`config.mk`:
```
export PLATFORM = sky130hd
export DESIGN_NAME = vpu_result_drain
export DESIGN_NICKNAME = d
export VERILOG_FILES = /design/src/rtl/vpu_result_drain.sv
export SDC_FILE = /design/constraint.sdc
export NUM_CORES = 1
export LEC_CHECK = 0
export CAP_MARGIN = 10
export CELL_PAD_IN_SITES_DETAIL_PLACEMENT = 1
export CELL_PAD_IN_SITES_GLOBAL_PLACEMENT = 1
export CORE_AREA = 4 4 207 209
export DETAILED_ROUTE_END_ITERATION = 8
export DIE_AREA = 0 0 211 213
export GPL_TIMING_DRIVEN = 0
export HOLD_SLACK_MARGIN = 0.1
export PLACE_DENSITY = 0.65
export SYNTH_ARGS = -nofsm -noshare
export SYNTH_HDL_FRONTEND = slang
export SYNTH_SLANG_ARGS = --single-unit
```
`constraint.sdc`:
```
create_clock -name clk -period 4.1 [get_ports clk]
set_input_delay 0.615 -clock clk [delete_from_list [all_inputs] [get_ports clk]]
set_output_delay 0.615 -clock clk [all_outputs]
set_load 0.01 [all_outputs]
```
`src/rtl/vpu_result_drain.sv`:
```
// Drains one finished ROW_A x ROW_A accumulator tile: strobes the external deload
// counter, requantises the selected element and streams it out through a small FIFO.
module vpu_result_drain #(
  parameter int ROW_A      = 4,
  parameter int ACC_W      = 32,
  parameter int OUT_W      = 16,
  parameter int SHIFT      = 0,
  parameter int FIFO_DEPTH = 4
) (
  input  logic                          clk,
  input  logic                          reset,
  input  logic                          start,
  input  logic [ROW_A*ROW_A*ACC_W-1:0]  acc_flat,
  input  logic [$clog2(ROW_A)-1:0]      count_deload_a,
  input  logic [$clog2(ROW_A)-1:0]      count_deload_w,
  output logic                          deload,
  output logic                          out_valid,
  input  logic                          out_ready,
  output logic [OUT_W-1:0]              out_data,
  output logic [2*$clog2(ROW_A)-1:0]    out_addr,
  output logic                          busy,
  output logic                          done
);

  localparam int AW = $clog2(ROW_A);
  localparam int NE = ROW_A * ROW_A;
  localparam int PW = $clog2(FIFO_DEPTH);
  localparam int CW = PW + 1;
  localparam logic signed [ACC_W-1:0] SAT_MAX = {{(ACC_W-OUT_W+1){1'b0}}, {(OUT_W-1){1'b1}}};
  localparam logic signed [ACC_W-1:0] SAT_MIN = {{(ACC_W-OUT_W+1){1'b1}}, {(OUT_W-1){1'b0}}};

  typedef enum logic [1:0] {
    S_IDLE,
    S_DRAIN,
    S_FLUSH,
    S_DONE
  } state_e;

  state_e state_q, state_d;

  logic [2*AW-1:0]         idx;
  logic signed [ACC_W-1:0] acc_arr [NE];
  logic signed [ACC_W-1:0] acc_sel;
  logic signed [ACC_W-1:0] acc_shr;
  logic [OUT_W-1:0]        req_data;

  logic [OUT_W-1:0] data_mem_q [FIFO_DEPTH];
  logic [2*AW-1:0]  addr_mem_q [FIFO_DEPTH];
  logic [PW-1:0]    wr_q, wr_d, rd_q, rd_d;
  logic [CW-1:0]    cnt_q, cnt_d;
  logic             push, pop, full, empty;

  // Element select at the counter's pre-increment indices, then requantise.
  always_comb begin
    for (int unsigned i = 0; i < NE; i++) begin
      acc_arr[i] = acc_flat[i*ACC_W +: ACC_W];
    end
  end

  assign idx     = {count_deload_a, count_deload_w};
  assign acc_sel = acc_arr[idx];
  assign acc_shr = acc_sel >>> SHIFT;

  always_comb begin
    if (acc_shr > SAT_MAX) begin
      req_data = SAT_MAX[OUT_W-1:0];
    end else if (acc_shr < SAT_MIN) begin
      req_data = SAT_MIN[OUT_W-1:0];
    end else begin
      req_data = acc_shr[OUT_W-1:0];
    end
  end

  assign full      = (cnt_q == CW'(FIFO_DEPTH));
  assign empty     = (cnt_q == '0);
  assign out_valid = ~empty;
  assign pop       = out_valid & out_ready;
  assign push      = deload;
  assign out_data  = empty ? '0 : data_mem_q[rd_q];
  assign out_addr  = empty ? '0 : addr_mem_q[rd_q];

  // A push into a full FIFO is only issued alongside a pop, so the count never overflows.
  always_comb begin
    wr_d  = push ? wr_q + PW'(1) : wr_q;
    rd_d  = pop  ? rd_q + PW'(1) : rd_q;
    cnt_d = cnt_q;
    if (push && !pop) begin
      cnt_d = cnt_q + CW'(1);
    end else if (!push && pop) begin
      cnt_d = cnt_q - CW'(1);
    end
  end

  always_ff @(posedge clk) begin
    if (reset) begin
      wr_q  <= '0;
      rd_q  <= '0;
      cnt_q <= '0;
    end else begin
      wr_q  <= wr_d;
      rd_q  <= rd_d;
      cnt_q <= cnt_d;
    end
  end

  always_ff @(posedge clk) begin
    if (push) begin
      data_mem_q[wr_q] <= req_data;
      addr_mem_q[wr_q] <= idx;
    end
  end

  always_ff @(posedge clk) begin
    if (reset) begin
      state_q <= S_IDLE;
    end else begin
      state_q <= state_d;
    end
  end

  always_comb begin
    state_d = state_q;
    unique case (state_q)
      S_IDLE:  if (start) state_d = S_DRAIN;
      S_DRAIN: if (deload && (&idx)) state_d = S_FLUSH;
      S_FLUSH: if (empty) state_d = S_DONE;
      S_DONE:  state_d = S_IDLE;
      default: state_d = S_IDLE;
    endcase
  end

  always_comb begin
    deload = (state_q == S_DRAIN) && (!full || pop);
    busy   = (state_q != S_IDLE);
    done   = (state_q == S_DONE);
  end

endmodule

```
==> results.txt <==
Status - finished clean
Clk buf depth - 2
CP Depth - 10
Clk sinks - 91
I/O Pins - 544
Final WL - 46.4 mm
Clock share of power - 0.201
Clock Tree Root - clkbuf_16
Area leader, netlist - mux4_2
Synth Instances - 532
Final core occ - 0.357
Initial antenna violation count - 12
Rel. slew slack - 0.246
Max Slew Vio Count - 0
Non-Filler Instances - 1630
Crit-path max cell delay - 0.73 ns
Most frequent cell after synthesis - mux4_2
Global placement routability congestion - 0.848
WL/cell - 28.5 µm
Switching part of the total - 0.306
DIE AREA - 44900 µm²
Synth async-reset ratio - 0
Hold Crit Class - flip-flop to flip-flop
CTS H-tree lvls - 3
Chip Height - 213 µm
Seq/Total Area, Yosys - 0.325
Synth warnings - 0
Worst-Margin Slew - 1.13 ns
Max frequency - 0.255 GHz
Total power - 4350 µW
CTS tree - done
Most frequent cells after synthesis - mux4_2, edfxtp_1, nand2_1
Row count - 74
Layout cells sized above 1 - 0.215
Design Area, Final - 14600 µm²
Yosys top cell area share - 0.401
Peak VDD IR - 0.243 mV
Total core area - 40800 µm²
DR iter-0 viols - 392
Req. time, crit path - 4.17 ns
Drt first pass iters - 5
Starting Density - 0.198
Top cells by area, synth - mux4_2, edfxtp_1, mux4_1
Top_reg_cell synth - edfxtp_1
Total CTS buffers - 9
Skew-Pair Late Insertion Delay - 0.33 ns
CP Launch Point - count_deload_w[0]
Minimum clock period - 3.92 ns
Gr ovfl total - 0
Pwr Density - 298 nW/µm²
Clock slew at reported path FFs - 0.06 ns
CP dominant cell by count - buf_6
Placement Cell Area - 14200 µm²
Internal - 3020 µW
CP top delay family - buffers and inverters
Final #Nets - 1617
Syn avg cell area - 15.2 µm²
Worst EP arrival - 3.99 ns
Combinational Power Share - 0.513
Dpl cells - 1606
Reg power frac - 0.286
Routed vias/inst - 4.69
WP buf/inv - 5
Worst-path cell chain - clkdlybuf4s50_1 -> buf_6 -> buf_6 -> mux4_2 -> a221oi_1 -> nand4_1 -> o31ai_4 -> buf_12 -> buf_6 -> o21ai_2
CP Launch Type - primary input
Worst r2r path cells - 10
Synth Register Bits - 91
Critical-path top delay cell - clkdlybuf4s50_1
HP Start - cnt_q[2]
Post-synth EDFFs - 80
Fin crit share - 0.956
Post-Synthesis Net Count - 1063
Hold path cells - 2
ANT nets after route - 0
Static leakage - 0.00506 µW
I/O Buffers - 542
Netlist cell types - 49
RR Startpoint - state_q[1]
Detailed placement HPWL - 40.2 mm
Critical Path Fanout Max - 10
Crit. End Element - flip-flop
Netlist Area Pre-Place - 8080 µm²
Vias in the first global route - 8521
Hold Vio Cnt, Final - 0
Clock skew - 0.00271 ns
GR Util All Layers - 0.197
Layout area overhead - 80.5%
WHS - 0.516 ns
Unrepaired setup endpoints after global routing - false
Max Cap Viol - 0
Sw power - 1330 µW
First-pass GRT wire length - 63.2 mm
Die Wd - 211 µm
Vias - 7651
Drt drc - 0
Critical path class - primary input to flip-flop
Setup Viol. Count Final - 0
Largest net degree at the start of global routing - 21
[per-stage QoR]
stage,TNS (ns),worst slack [ns]
floorplan,0,1.22
global placement,-35.17,-0.670
detailed placement,-43.39,-0.791
CTS,0,0.0102
global route,0,0.00457
finish,0,0.179
[placed cells by master (no fill, tap or decap), drive strengths merged, types with 3 or more instances in the layout]
cell / n
clkdlybuf4s50: 542
mux4: 155
edfxtp: 80
nand2: 38
buf: 33
inv: 28
clkbuf: 28
and2: 24
o21ai: 22
nor2: 16
mux2: 15
mux2i: 14
nand2b: 12
dfxtp: 11
ha: 10
a21oi: 9
diode: 7
o221ai: 6
nor4: 5
xor2: 4
clkinv: 4
nand4: 3
a221oi: 3
[layer usage]
layer / routed length [µm] / track usage / share of wire / up-vias
met3: 2620 / 0.0457 / 0.056 / 34
met5: 69 / 0 / 0.0015 / -
met2: 24100 / 0.342 / 0.52 / 291
met4: 485 / 0.0407 / 0.010 / 10
met1: 19100 / 0.253 / 0.41 / 3957
li1: - / - / - / 3359
[power by group through the flow]
stage	combinational (µW)	sequential, µW	clock (µW)
floorplan	1090	1250	0
global placement	2220	1260	0
detailed placement	2250	1270	0
CTS	2270	1250	899
global route	2410	1260	944
finish	2230	1240	875
[repair_timing]
action                                  CTS  global route
endpoints found under the setup margin   60            60
resized for setup                         9            11
hold buffers                              0             0
setup buffers                             1             0
[worst register-to-register path: stages (launching register included)]
cell,delay (ns)
dfxtp_1,0.34
inv_1,0.11
ha_1,0.17
nor2b_1,0.14
clkbuf_1,0.32
ha_1,0.25
inv_1,0.06
fa_1,0.38
xor2_1,0.18
or3_1,0.31
a21oi_1,0.14
[path summary, 6_finish.rpt]
check / slack [ns] / end
max: 0.18 / data_mem_q[0][8]
min: 0.52 / cnt_q[2]
max reg2reg: 1.65 / cnt_q[2]
min reg2reg: 0.52 / cnt_q[2]
[registers in the layout (all words and copies together) (netlist names), named ones only]
register    cells
data_mem_q     64
addr_mem_q     16
cnt_q           3
rd_q            2
state_q         2
wr_q            2
[cell type report]
type / count / area (µm²)
Clock inverter: 6 / 90.1
Buffer: 50 / 365
Multi-Input combinational cell: 362 / 5040
Antenna cell: 7 / 17.5
Sequential cell: 91 / 2620
Inverter: 29 / 109
Fill cell: 4377 / 26200
Clock buffer: 10 / 229
Timing Repair Buffer: 543 / 5450
Tap cell: 532 / 666
[logic make-up after synthesis]
logic type,Yosys count,share of synthesized area
compound gates,53,0.0486
xor+xnor,5,0.00542
fa+ha+maj,11,0.0180
buf+inv,79,0.0571
flops,91,0.325
mux,184,0.476
simple gates,109,0.0705
Power figures use the tool's default switching activity.
